--- src/rtl/wb_pkg.sv ---
// Shared types and helpers for the writeback stage.
package wb_pkg;

  // Widest datapath the stage supports. Entries are stored at this width
  // and the top trims to its XLEN.
  localparam int XLEN_MAX = 64;
  localparam int OFF_MAX  = 3;

  typedef enum logic [3:0] {
    OP_MATH = 4'd0,
    OP_LDST = 4'd1,
    OP_BR   = 4'd2,
    OP_JMP  = 4'd3,
    OP_UIMM = 4'd4
  } op_type_e;

  localparam logic [4:0] SPEC_LB  = 5'd0;
  localparam logic [4:0] SPEC_LH  = 5'd1;
  localparam logic [4:0] SPEC_LW  = 5'd2;
  localparam logic [4:0] SPEC_LBU = 5'd3;
  localparam logic [4:0] SPEC_LHU = 5'd4;
  localparam logic [4:0] SPEC_SB  = 5'd5;
  localparam logic [4:0] SPEC_SH  = 5'd6;
  localparam logic [4:0] SPEC_SW  = 5'd7;
  localparam logic [4:0] SPEC_LD  = 5'd8;
  localparam logic [4:0] SPEC_LWU = 5'd9;

  // op_type is kept as raw bits: unknown encodings must survive the buffer.
  typedef struct packed {
    logic [3:0]          op_type;
    logic [4:0]          op_spec;
    logic [4:0]          rd_ind;
    logic [XLEN_MAX-1:0] rd_dat;
    logic [XLEN_MAX-1:0] mem_dat;
    logic [OFF_MAX-1:0]  mem_off;
    logic [XLEN_MAX-1:0] jmp_addr;
    logic                jmp_take;
  } wb_entry_t;

  function automatic logic is_load(logic [4:0] spec);
    logic r;
    case (spec)
      SPEC_LB, SPEC_LH, SPEC_LW, SPEC_LBU, SPEC_LHU, SPEC_LD, SPEC_LWU: r = 1'b1;
      default: r = 1'b0;
    endcase
    return r;
  endfunction

  // True when the entry needs the register-file write port (x0 never does).
  function automatic logic writes_rd(wb_entry_t e);
    logic w;
    case (e.op_type)
      OP_MATH, OP_JMP, OP_UIMM: w = 1'b1;
      OP_LDST:                  w = is_load(e.op_spec);
      default:                  w = 1'b0;
    endcase
    return w && (e.rd_ind != 5'd0);
  endfunction

endpackage

--- src/rtl/wb_load_align.sv ---
// Load data alignment and sign/zero extension (combinational).
module wb_load_align
  import wb_pkg::*;
#(
  parameter int XLEN  = 32,
  parameter int OFF_W = $clog2(XLEN/8)
) (
  input  logic [XLEN-1:0]  mem_dat_i,
  input  logic [OFF_W-1:0] mem_off_i,
  input  logic [4:0]       op_spec_i,
  output logic [XLEN-1:0]  data_o
);

  logic [XLEN-1:0] sh;
  logic [XLEN-1:0] lw_s;

  // Shift the addressed byte to bit 0; overrun offsets zero-fill the top.
  always_comb begin
    sh     = mem_dat_i >> {mem_off_i, 3'b000};
    lw_s   = XLEN'($signed(sh[31:0]));
    data_o = '0;
    case (op_spec_i)
      SPEC_LB:  data_o = XLEN'($signed(sh[7:0]));
      SPEC_LH:  data_o = XLEN'($signed(sh[15:0]));
      SPEC_LW:  data_o = lw_s;
      SPEC_LBU: data_o = XLEN'(sh[7:0]);
      SPEC_LHU: data_o = XLEN'(sh[15:0]);
      // On a 32-bit datapath ld and lwu collapse to lw.
      SPEC_LD:  data_o = (XLEN == 64) ? sh : lw_s;
      SPEC_LWU: data_o = (XLEN == 64) ? XLEN'(sh[31:0]) : lw_s;
      default:  data_o = '0;
    endcase
  end

endmodule

--- src/rtl/wb_stage_skid.sv ---
// Writeback stage: 2-entry skid buffer, load align, redirect, retire count.
module wb_stage_skid
  import wb_pkg::*;
#(
  parameter  int XLEN  = 32,
  parameter  int CNT_W = 32,
  localparam int OFF_W = $clog2(XLEN/8)
) (
  input  logic             clk,
  input  logic             rst,
  input  logic             in_valid,
  output logic             in_ready,
  input  logic [3:0]       in_op_type,
  input  logic [4:0]       in_op_spec,
  input  logic [4:0]       in_rd_ind,
  input  logic [XLEN-1:0]  in_rd_dat,
  input  logic [XLEN-1:0]  in_mem_dat,
  input  logic [OFF_W-1:0] in_mem_off,
  input  logic [XLEN-1:0]  in_jmp_addr,
  input  logic             in_jmp_take,
  input  logic             rf_ready,
  output logic             rf_we,
  output logic [4:0]       rf_waddr,
  output logic [XLEN-1:0]  rf_wdata,
  output logic             jmp_take_out,
  output logic [XLEN-1:0]  jmp_addr_out,
  output logic [CNT_W-1:0] retire_cnt
);

  wb_entry_t [1:0] buf_q, buf_d;
  logic [1:0]      cnt_q, cnt_d;
  wb_entry_t       in_e, head;
  logic            accept, head_vld, head_wr, retire, redirect;
  logic [XLEN-1:0] ld_data, wdata;

  logic             rf_we_q, jmp_take_q;
  logic [4:0]       rf_waddr_q;
  logic [XLEN-1:0]  rf_wdata_q, jmp_addr_q;
  logic [CNT_W-1:0] retire_cnt_q;

  // Pack the incoming fields into a full-width entry.
  always_comb begin
    in_e          = '0;
    in_e.op_type  = in_op_type;
    in_e.op_spec  = in_op_spec;
    in_e.rd_ind   = in_rd_ind;
    in_e.rd_dat   = XLEN_MAX'(in_rd_dat);
    in_e.mem_dat  = XLEN_MAX'(in_mem_dat);
    in_e.mem_off  = OFF_MAX'(in_mem_off);
    in_e.jmp_addr = XLEN_MAX'(in_jmp_addr);
    in_e.jmp_take = in_jmp_take;
  end

  // Ready is a function of stored occupancy only, so it never combinationally
  // depends on rf_ready.
  assign in_ready = !rst && (cnt_q < 2'd2);
  assign accept   = in_valid && in_ready;

  assign head     = (cnt_q != 2'd0) ? buf_q[0] : in_e;
  assign head_vld = (cnt_q != 2'd0) || accept;
  assign head_wr  = writes_rd(head);
  assign retire   = head_vld && (!head_wr || rf_ready);
  assign redirect = retire && ((head.op_type == OP_JMP) ||
                               ((head.op_type == OP_BR) && head.jmp_take));

  // Upper halves of the wide entry are dead when XLEN is 32.
  logic unused_head;
  assign unused_head = ^head;

  wb_load_align #(.XLEN(XLEN)) u_align (
    .mem_dat_i (head.mem_dat[XLEN-1:0]),
    .mem_off_i (head.mem_off[OFF_W-1:0]),
    .op_spec_i (head.op_spec),
    .data_o    (ld_data)
  );

  assign wdata = (head.op_type == OP_LDST) ? ld_data : head.rd_dat[XLEN-1:0];

  // FIFO next state; a redirect flushes everything younger, including
  // an entry accepted in the same cycle.
  always_comb begin
    buf_d = buf_q;
    cnt_d = cnt_q;
    if (redirect) begin
      cnt_d = 2'd0;
    end else begin
      case (cnt_q)
        2'd0: if (accept && !retire) begin
          buf_d[0] = in_e;
          cnt_d    = 2'd1;
        end
        2'd1: begin
          if (retire && accept) begin
            buf_d[0] = in_e;
          end else if (retire) begin
            cnt_d = 2'd0;
          end else if (accept) begin
            buf_d[1] = in_e;
            cnt_d    = 2'd2;
          end
        end
        default: if (retire) begin
          buf_d[0] = buf_q[1];
          cnt_d    = 2'd1;
        end
      endcase
    end
  end

  // Buffer state and registered retirement outputs.
  always_ff @(posedge clk) begin
    if (rst) begin
      cnt_q        <= 2'd0;
      buf_q        <= '0;
      rf_we_q      <= 1'b0;
      rf_waddr_q   <= '0;
      rf_wdata_q   <= '0;
      jmp_take_q   <= 1'b0;
      jmp_addr_q   <= '0;
      retire_cnt_q <= '0;
    end else begin
      cnt_q      <= cnt_d;
      buf_q      <= buf_d;
      rf_we_q    <= retire && head_wr;
      jmp_take_q <= redirect;
      if (retire && head_wr) begin
        rf_waddr_q <= head.rd_ind;
        rf_wdata_q <= wdata;
      end
      if (redirect) jmp_addr_q <= head.jmp_addr[XLEN-1:0];
      if (retire)   retire_cnt_q <= retire_cnt_q + 1'b1;
    end
  end

  assign rf_we        = rf_we_q;
  assign rf_waddr     = rf_waddr_q;
  assign rf_wdata     = rf_wdata_q;
  assign jmp_take_out = jmp_take_q;
  assign jmp_addr_out = jmp_addr_q;
  assign retire_cnt   = retire_cnt_q;

endmodule
--- config.mk ---
export PLATFORM = sky130hd
export DESIGN_NAME = wb_stage_skid
export DESIGN_NICKNAME = d
export VERILOG_FILES = /design/src/rtl/wb_pkg.sv /design/src/rtl/wb_load_align.sv /design/src/rtl/wb_stage_skid.sv
export SDC_FILE = /design/constraint.sdc
export NUM_CORES = 1
export LEC_CHECK = 0
export ABC_AREA = 1
export BUFFER_PORTS_ARGS = -buffer_cell sky130_fd_sc_hd__buf_2
export CORE_ASPECT_RATIO = 1.1
export CORE_MARGIN = 4
export CORE_UTILIZATION = 45
export DETAILED_ROUTE_END_ITERATION = 7
export GPL_TIMING_DRIVEN = 0
export PLACE_DENSITY = 0.76
export SLEW_MARGIN = 20
export SYNTH_ARGS = -nofsm -noshare
export SYNTH_HDL_FRONTEND = slang
export SYNTH_SLANG_ARGS = --single-unit
--- constraint.sdc ---
create_clock -name clk -period 2 [get_ports clk]
set_input_delay 0.3 -clock clk [delete_from_list [all_inputs] [get_ports clk]]
set_output_delay 0.3 -clock clk [all_outputs]
set_load 0.1 [all_outputs]
==> results of run 1 <==
-- sequential cells by signal, indices dropped and copies added, names as in the netlist --
name and cells:
buf_q 226, jmp_addr_out 32, retire_cnt 32, rf_wdata 32, rf_waddr 5, cnt_q 2
jmp_take_out 1, rf_we 1
-- worst max-delay path: stages, from the launching register on --
cell	delay, ns
dfxtp_4	0.37
nor2_4	0.19
buf_6	0.15
nand2_1	0.08
nand2_2	0.15
nand4_1	0.20
nand3_2	0.14
nand2_4	0.09
nand2_4	0.13
nand4_4	0.11
nand2_2	0.11
nand2_4	0.09
buf_12	0.16
buf_12	0.15
buf_12	0.13
clkbuf_16	0.15
o21ai_2	0.13
nand2_1	0.07
nor2_1	0.17
-- synth_stat cells, drive strengths merged --
library cell  count
o21ai           551
nand2           496
dfxtp           331
inv             265
nor2            251
a21oi           181
nor3            137
clkbuf          110
buf              82
nand3            56
o22ai            16
nand4            14
xor2             12
nor3b             6
nor4              5
a31oi             3
o21a              2
or2               2
xnor2             2
a211oi            1
a31o              1
ha                1
nand3b            1
-- stage by stage --
step           hold slack (ns)  total power [mW]
2_1_floorplan            0.424              8.89
3_3_place_gp             0.434              9.59
3_5_place_dp             0.443              9.64
4_1_cts                 0.0262              17.2
5_1_grt                 0.0202              18.9
6_report                0.0167              18.5
-- cell type report --
class                   instances  area (sq um)
inverters                     265          1040
repair buffers                353          3180
fillers                      2617         11000
clock inverters                13           223
plain buffers                 191          1870
well taps                     487           609
clock buffers                  53          1120
flip-flops and latches        331          6670
multi-input cells            1739         10600
-- per-layer routing --
metal | vias up | track usage, % | wire length (microns)
met5 | - | 0 | 0
li1 | 9061 | - | -
met4 | 0 | 13.3 | 6500
met2 | 1512 | 47.9 | 34700
met3 | 492 | 4.16 | 8230
met1 | 9597 | 34.8 | 26000
-- worst max-delay path by stage --
| stage | to | slack, ns | from | cells past startpoint |
|---|---|---|---|---|
| global route | buf_q[163] | -0.88 | cnt_q[1] | 20 |
| floorplan | buf_q[162] | -0.23 | cnt_q[1] | 16 |
| detailed placement | rf_wdata[30] | -1.28 | cnt_q[1] | 12 |
| global placement | rf_wdata[31] | -1.25 | cnt_q[1] | 12 |
| finish | buf_q[163] | -0.87 | cnt_q[1] | 18 |
| CTS | buf_q[199] | -0.56 | cnt_q[0] | 17 |
-- cells by family after synthesis --
| kind of cell | Yosys count | share of synthesized area [%] |
|---|---|---|
| simple gates | 968 | 25.1 |
| compound gates | 755 | 23.0 |
| xor+xnor | 14 | 0.735 |
| fa+ha+maj | 1 | 0.0750 |
| flops | 331 | 39.7 |
| buf+inv | 457 | 11.3 |
-- timing repair --
action | 4_1_cts | 5_1_grt
setup buffers | 23 | 59
setup endpoints to repair | 331 | 331
gates resized for setup | 228 | 933
cloned | 4 | 50
pin swaps | 18 | 198
-- report_power, final --
part           switching, mW  leakage [nW]  internal [mW]  total [mW]
Sequential             0.144          2.69           6.83        6.98
Combinational           2.56          7.24           1.35        3.92
Clock                   2.95         0.666           4.65        7.60
Total                   5.66          10.6           12.8        18.5
==> metrics.txt, run 1 <==
Starting Density=between 40% and 50%; area of placed instances=~19000 sq um; per-cell routed wire length=22.0 microns; n_diodes=0; CTS Hold Bufs=0; minimum clock period=2.87 ns; reg-to-reg critical path startpoint=cnt_q[1]; Max Freq=roughly 0.35 GHz; Final setup viols=332; number of I/O port buffers=220; total number of yosys warnings=0; Synth cell types=41; post-placement cell count=roughly 3200; Syn Std Cell Area=~17000 sq um; clock sinks=around 330; Placement Setup Slack=-1.28 ns; CTS tree=built; worst r2r dst=buf_q[163]; largest net degree at the start of global routing=15; Min-Delay Endpoint=buf_q[220]; worst skew pair latency=0.56 ns; Max Slew Vio Count=0; share of layout cells above drive strength 1=between 30% and 40%; Avg Vias per Cell=~6; Worst slew margin=around a third; Final period util=143%; Tot GR Track Use=28.1%; # IOs=221; Max VDD drop=about 0.54 mV; synth-to-layout area growth=52.0%; root buffer cell=clkbuf_16; Max Cap Violations=0; Pleak=approximately 11 nW; RSZ-0062 raised after global routing=yes; post-synth net total=2644; Critical Path RT=~2.5 ns; worst min-delay path category=primary input to flip-flop; first-pass GRT wire length=~91 mm; reg-to-reg slack, setup=-0.87 ns; Residual DRC=0; drt first pass iters=6; Hold Path Origin=in_jmp_addr[9]; Final Net Count=roughly 3000; DR iter-0 viols=between 2000 and 3000; overall routed net length=between 70 and 80 mm; Remaining Overflow, GRT=0; Synth area leader=dfxtp_1; Post-Layout Cell Count=3432; pwr dens=730 nW/um^2; Vias=between 20000 and 25000; initial antenna violation count=1; CORE AREA=around 36000 sq um; Setup crit end kind=flip-flop; DP Wirelength=approximately 44 mm; site row count=between 70 and 80; worst-path maximum fanout=7; WS Path Type=flip-flop to flip-flop; failing checks=setup timing; Die Wd=192 microns; setup TNS=-211.07 ns; count of final hold-check violations=0; syn_area_per_cell=approximately 6.6 sq um; Seq cells post-synth=between 300 and 400; Syn Inst Count=2526; most frequent cells in the layout=nand2_1, dfxtp_1, o21ai_0; Die Y=between 200 and 250 microns; Layout Utilization=around 70%; Final Wtd Congestion=~0.97; commonest non-fill, non-tap cell in the layout=nand2_1; die area=40200 sq um; Worst-path clk slew=roughly 0.07 ns; Post-DRT Antenna Nets=0; outcome=finished with violations; TritonCTS Buffers=36; worst setup margin=-0.865 ns; Layout Skew=0.0225 ns; Worst Reg2Reg Path Length in Cells=18; Yosys top cell area share=39.7%; ranking of synthesized cells by area=dfxtp_1, o21ai_0, nand2_1; Slew @ Worst Pin=0.978 ns; vias in the first global route=17300; H-tree level count=2; Max clock buf depth=3; startpoint types=flip-flop; Hold Path Stages=3; Final Instance Area=25300 sq um; Worst EP arrival=between 3 and 4 ns; register area share after synthesis=between 30% and 40%
(Power assumes the default switching activity.)
==> inputs of run 2 (changes only) <==
==> constraint.sdc (replaced) <==
create_clock -name clk -period 2 [get_ports clk]
set_input_delay 0.4 -clock clk [delete_from_list [all_inputs] [get_ports clk]]
set_output_delay 0.4 -clock clk [all_outputs]
set_load 0.1 [all_outputs]
==> metrics.txt, run 2 (same netlist as run 1, synthesis figures left out) <==
outcome=finished with violations; failing checks=DRC, setup timing; Tot GR Track Use=between 20% and 30%; Max VDD drop=~0.55 mV; Max Freq=around 0.35 GHz; commonest non-fill, non-tap cell in the layout=nand2_1; Final Wtd Congestion=approximately 0.97; Starting Density=45.9%; Hold Path Origin=in_jmp_addr[9]; largest net degree at the start of global routing=15; number of I/O port buffers=220; Post-Layout Cell Count=between 3000 and 4000; initial antenna violation count=2; reg-to-reg critical path startpoint=cnt_q[1]; Vias=a little over 20000; worst skew pair latency=about 0.57 ns; TritonCTS Buffers=36; Final period util=142%; Avg Vias per Cell=6.00; first-pass GRT wire length=90.5 mm; Final Net Count=3035; Layout Skew=0.0243 ns; CORE AREA=roughly 36000 sq um; max FFs per register=226; # IOs=221; Setup crit end kind=flip-flop; Pleak=~11 nW; worst min-delay path category=primary input to flip-flop; Worst EP arrival=roughly 3.3 ns; most frequent cells in the layout=nand2_1, dfxtp_1, o21ai_0; startpoint types=flip-flop; Worst slew margin=between 30% and 40%; Post-DRT Antenna Nets=0; Critical Path RT=~2.5 ns; die area=around 40000 sq um; count of final hold-check violations=0; Die Wd=around 190 microns; H-tree level count=2; WS Path Type=flip-flop to flip-flop; share of layout cells above drive strength 1=roughly 35%; CP startpoint=cnt_q[1]; worst setup margin=-0.835 ns; Biggest register=buf_q; Slew @ Worst Pin=roughly 1 ns; Max clock buf depth=3; DR iter-0 viols=approximately 2700; total power=about 19 mW; clock sinks=between 300 and 400; per-cell routed wire length=roughly 22 microns; Remaining Overflow, GRT=0; synth-to-layout area growth=52.1%; post-placement cell count=roughly 3200; worst-path maximum fanout=7; Die Y=210 microns; Residual DRC=6; Max Slew Vio Count=0; CTS Hold Bufs=0; minimum clock period=between 2 and 3 ns; overall routed net length=~76 mm; Final setup viols=332; CTS tree=built; vias in the first global route=~17000; pwr dens=approximately 730 nW/um^2; DP Wirelength=~44 mm; setup TNS=-207.54 ns; site row count=73; Worst-path clk slew=0.07 ns; drt first pass iters=8; Final Hold Slack=0.109 ns; root buffer cell=clkbuf_16; Max Cap Violations=0; RSZ-0062 raised after global routing=yes
[run 2: cell count changes in the layout (fill, tap and decap cells not counted), sizes merged]
| cell | delta |
|---|---|
| diode | +1 |
[run 2: metrics by stage]
step	cell area, sq um	setup slack [ns]	util [%]
2_1_floorplan	17000	-0.230	-
3_3_place_gp	18700	-1.25	51.5
3_5_place_dp	18700	-1.28	51.5
4_1_cts	21000	-0.565	57.7
5_1_grt	25400	-0.880	69.7
6_report	25400	-0.835	69.7
[run 2: per-layer routing]
metal / up-vias / track usage [%] / routed length (microns)
met4: 2 / 13.3 / 6410
li1: 9064 / - / -
met3: 495 / 4.16 / 8150
met1: 9575 / 34.8 / 26000
met2: 1475 / 47.9 / 35000
met5: - / 0 / 17
[run 2: cell type report]
cell class	instances	area [sq um]
repair buffers	353	3180
inverters	265	1040
diodes	1	2.50
clock buffers	53	1120
flip-flops and latches	331	6670
clock inverters	13	223
fillers	2616	11000
multi-input cells	1739	10600
plain buffers	191	1870
well taps	487	609
[run 2: what timing repair did]
item,CTS,global route
setup endpoints to repair,332,332
resized for setup,229,934
cloned,4,50
pin swaps,18,200
setup buffers,23,59
[run 2: critical path, cell delays in order (launching register included)]
cell and delay, ns:
dfxtp_4 0.37, nor2_4 0.19, buf_6 0.18, nor2_4 0.04, a21oi_2 0.15, nand2_2 0.11
nor2_4 0.21, nand2_4 0.11, nand2_4 0.13, nand4_4 0.11, nand2_2 0.11, nand2_4 0.09
buf_12 0.16, buf_12 0.15, buf_12 0.13, clkbuf_16 0.15, o21ai_2 0.11, nand2_1 0.07
nor2_1 0.17
[run 2: power breakdown]
group,internal (mW),switching [mW],leakage [nW],total [mW]
clock network,4.65,2.98,0.666,7.63
logic,1.36,2.57,7.24,3.93
registers,6.83,0.146,2.69,6.98
total,12.8,5.69,10.6,18.5
[run 2: worst paths after layout]
path / end / slack [ns] / cells after the start
setup / recovery: buf_q[163] / -0.83 / 18
hold / removal: buf_q[220] / 0.11 / 3
setup reg to reg: buf_q[163] / -0.83 / 18
hold reg to reg: buf_q[344] / 0.45 / 2
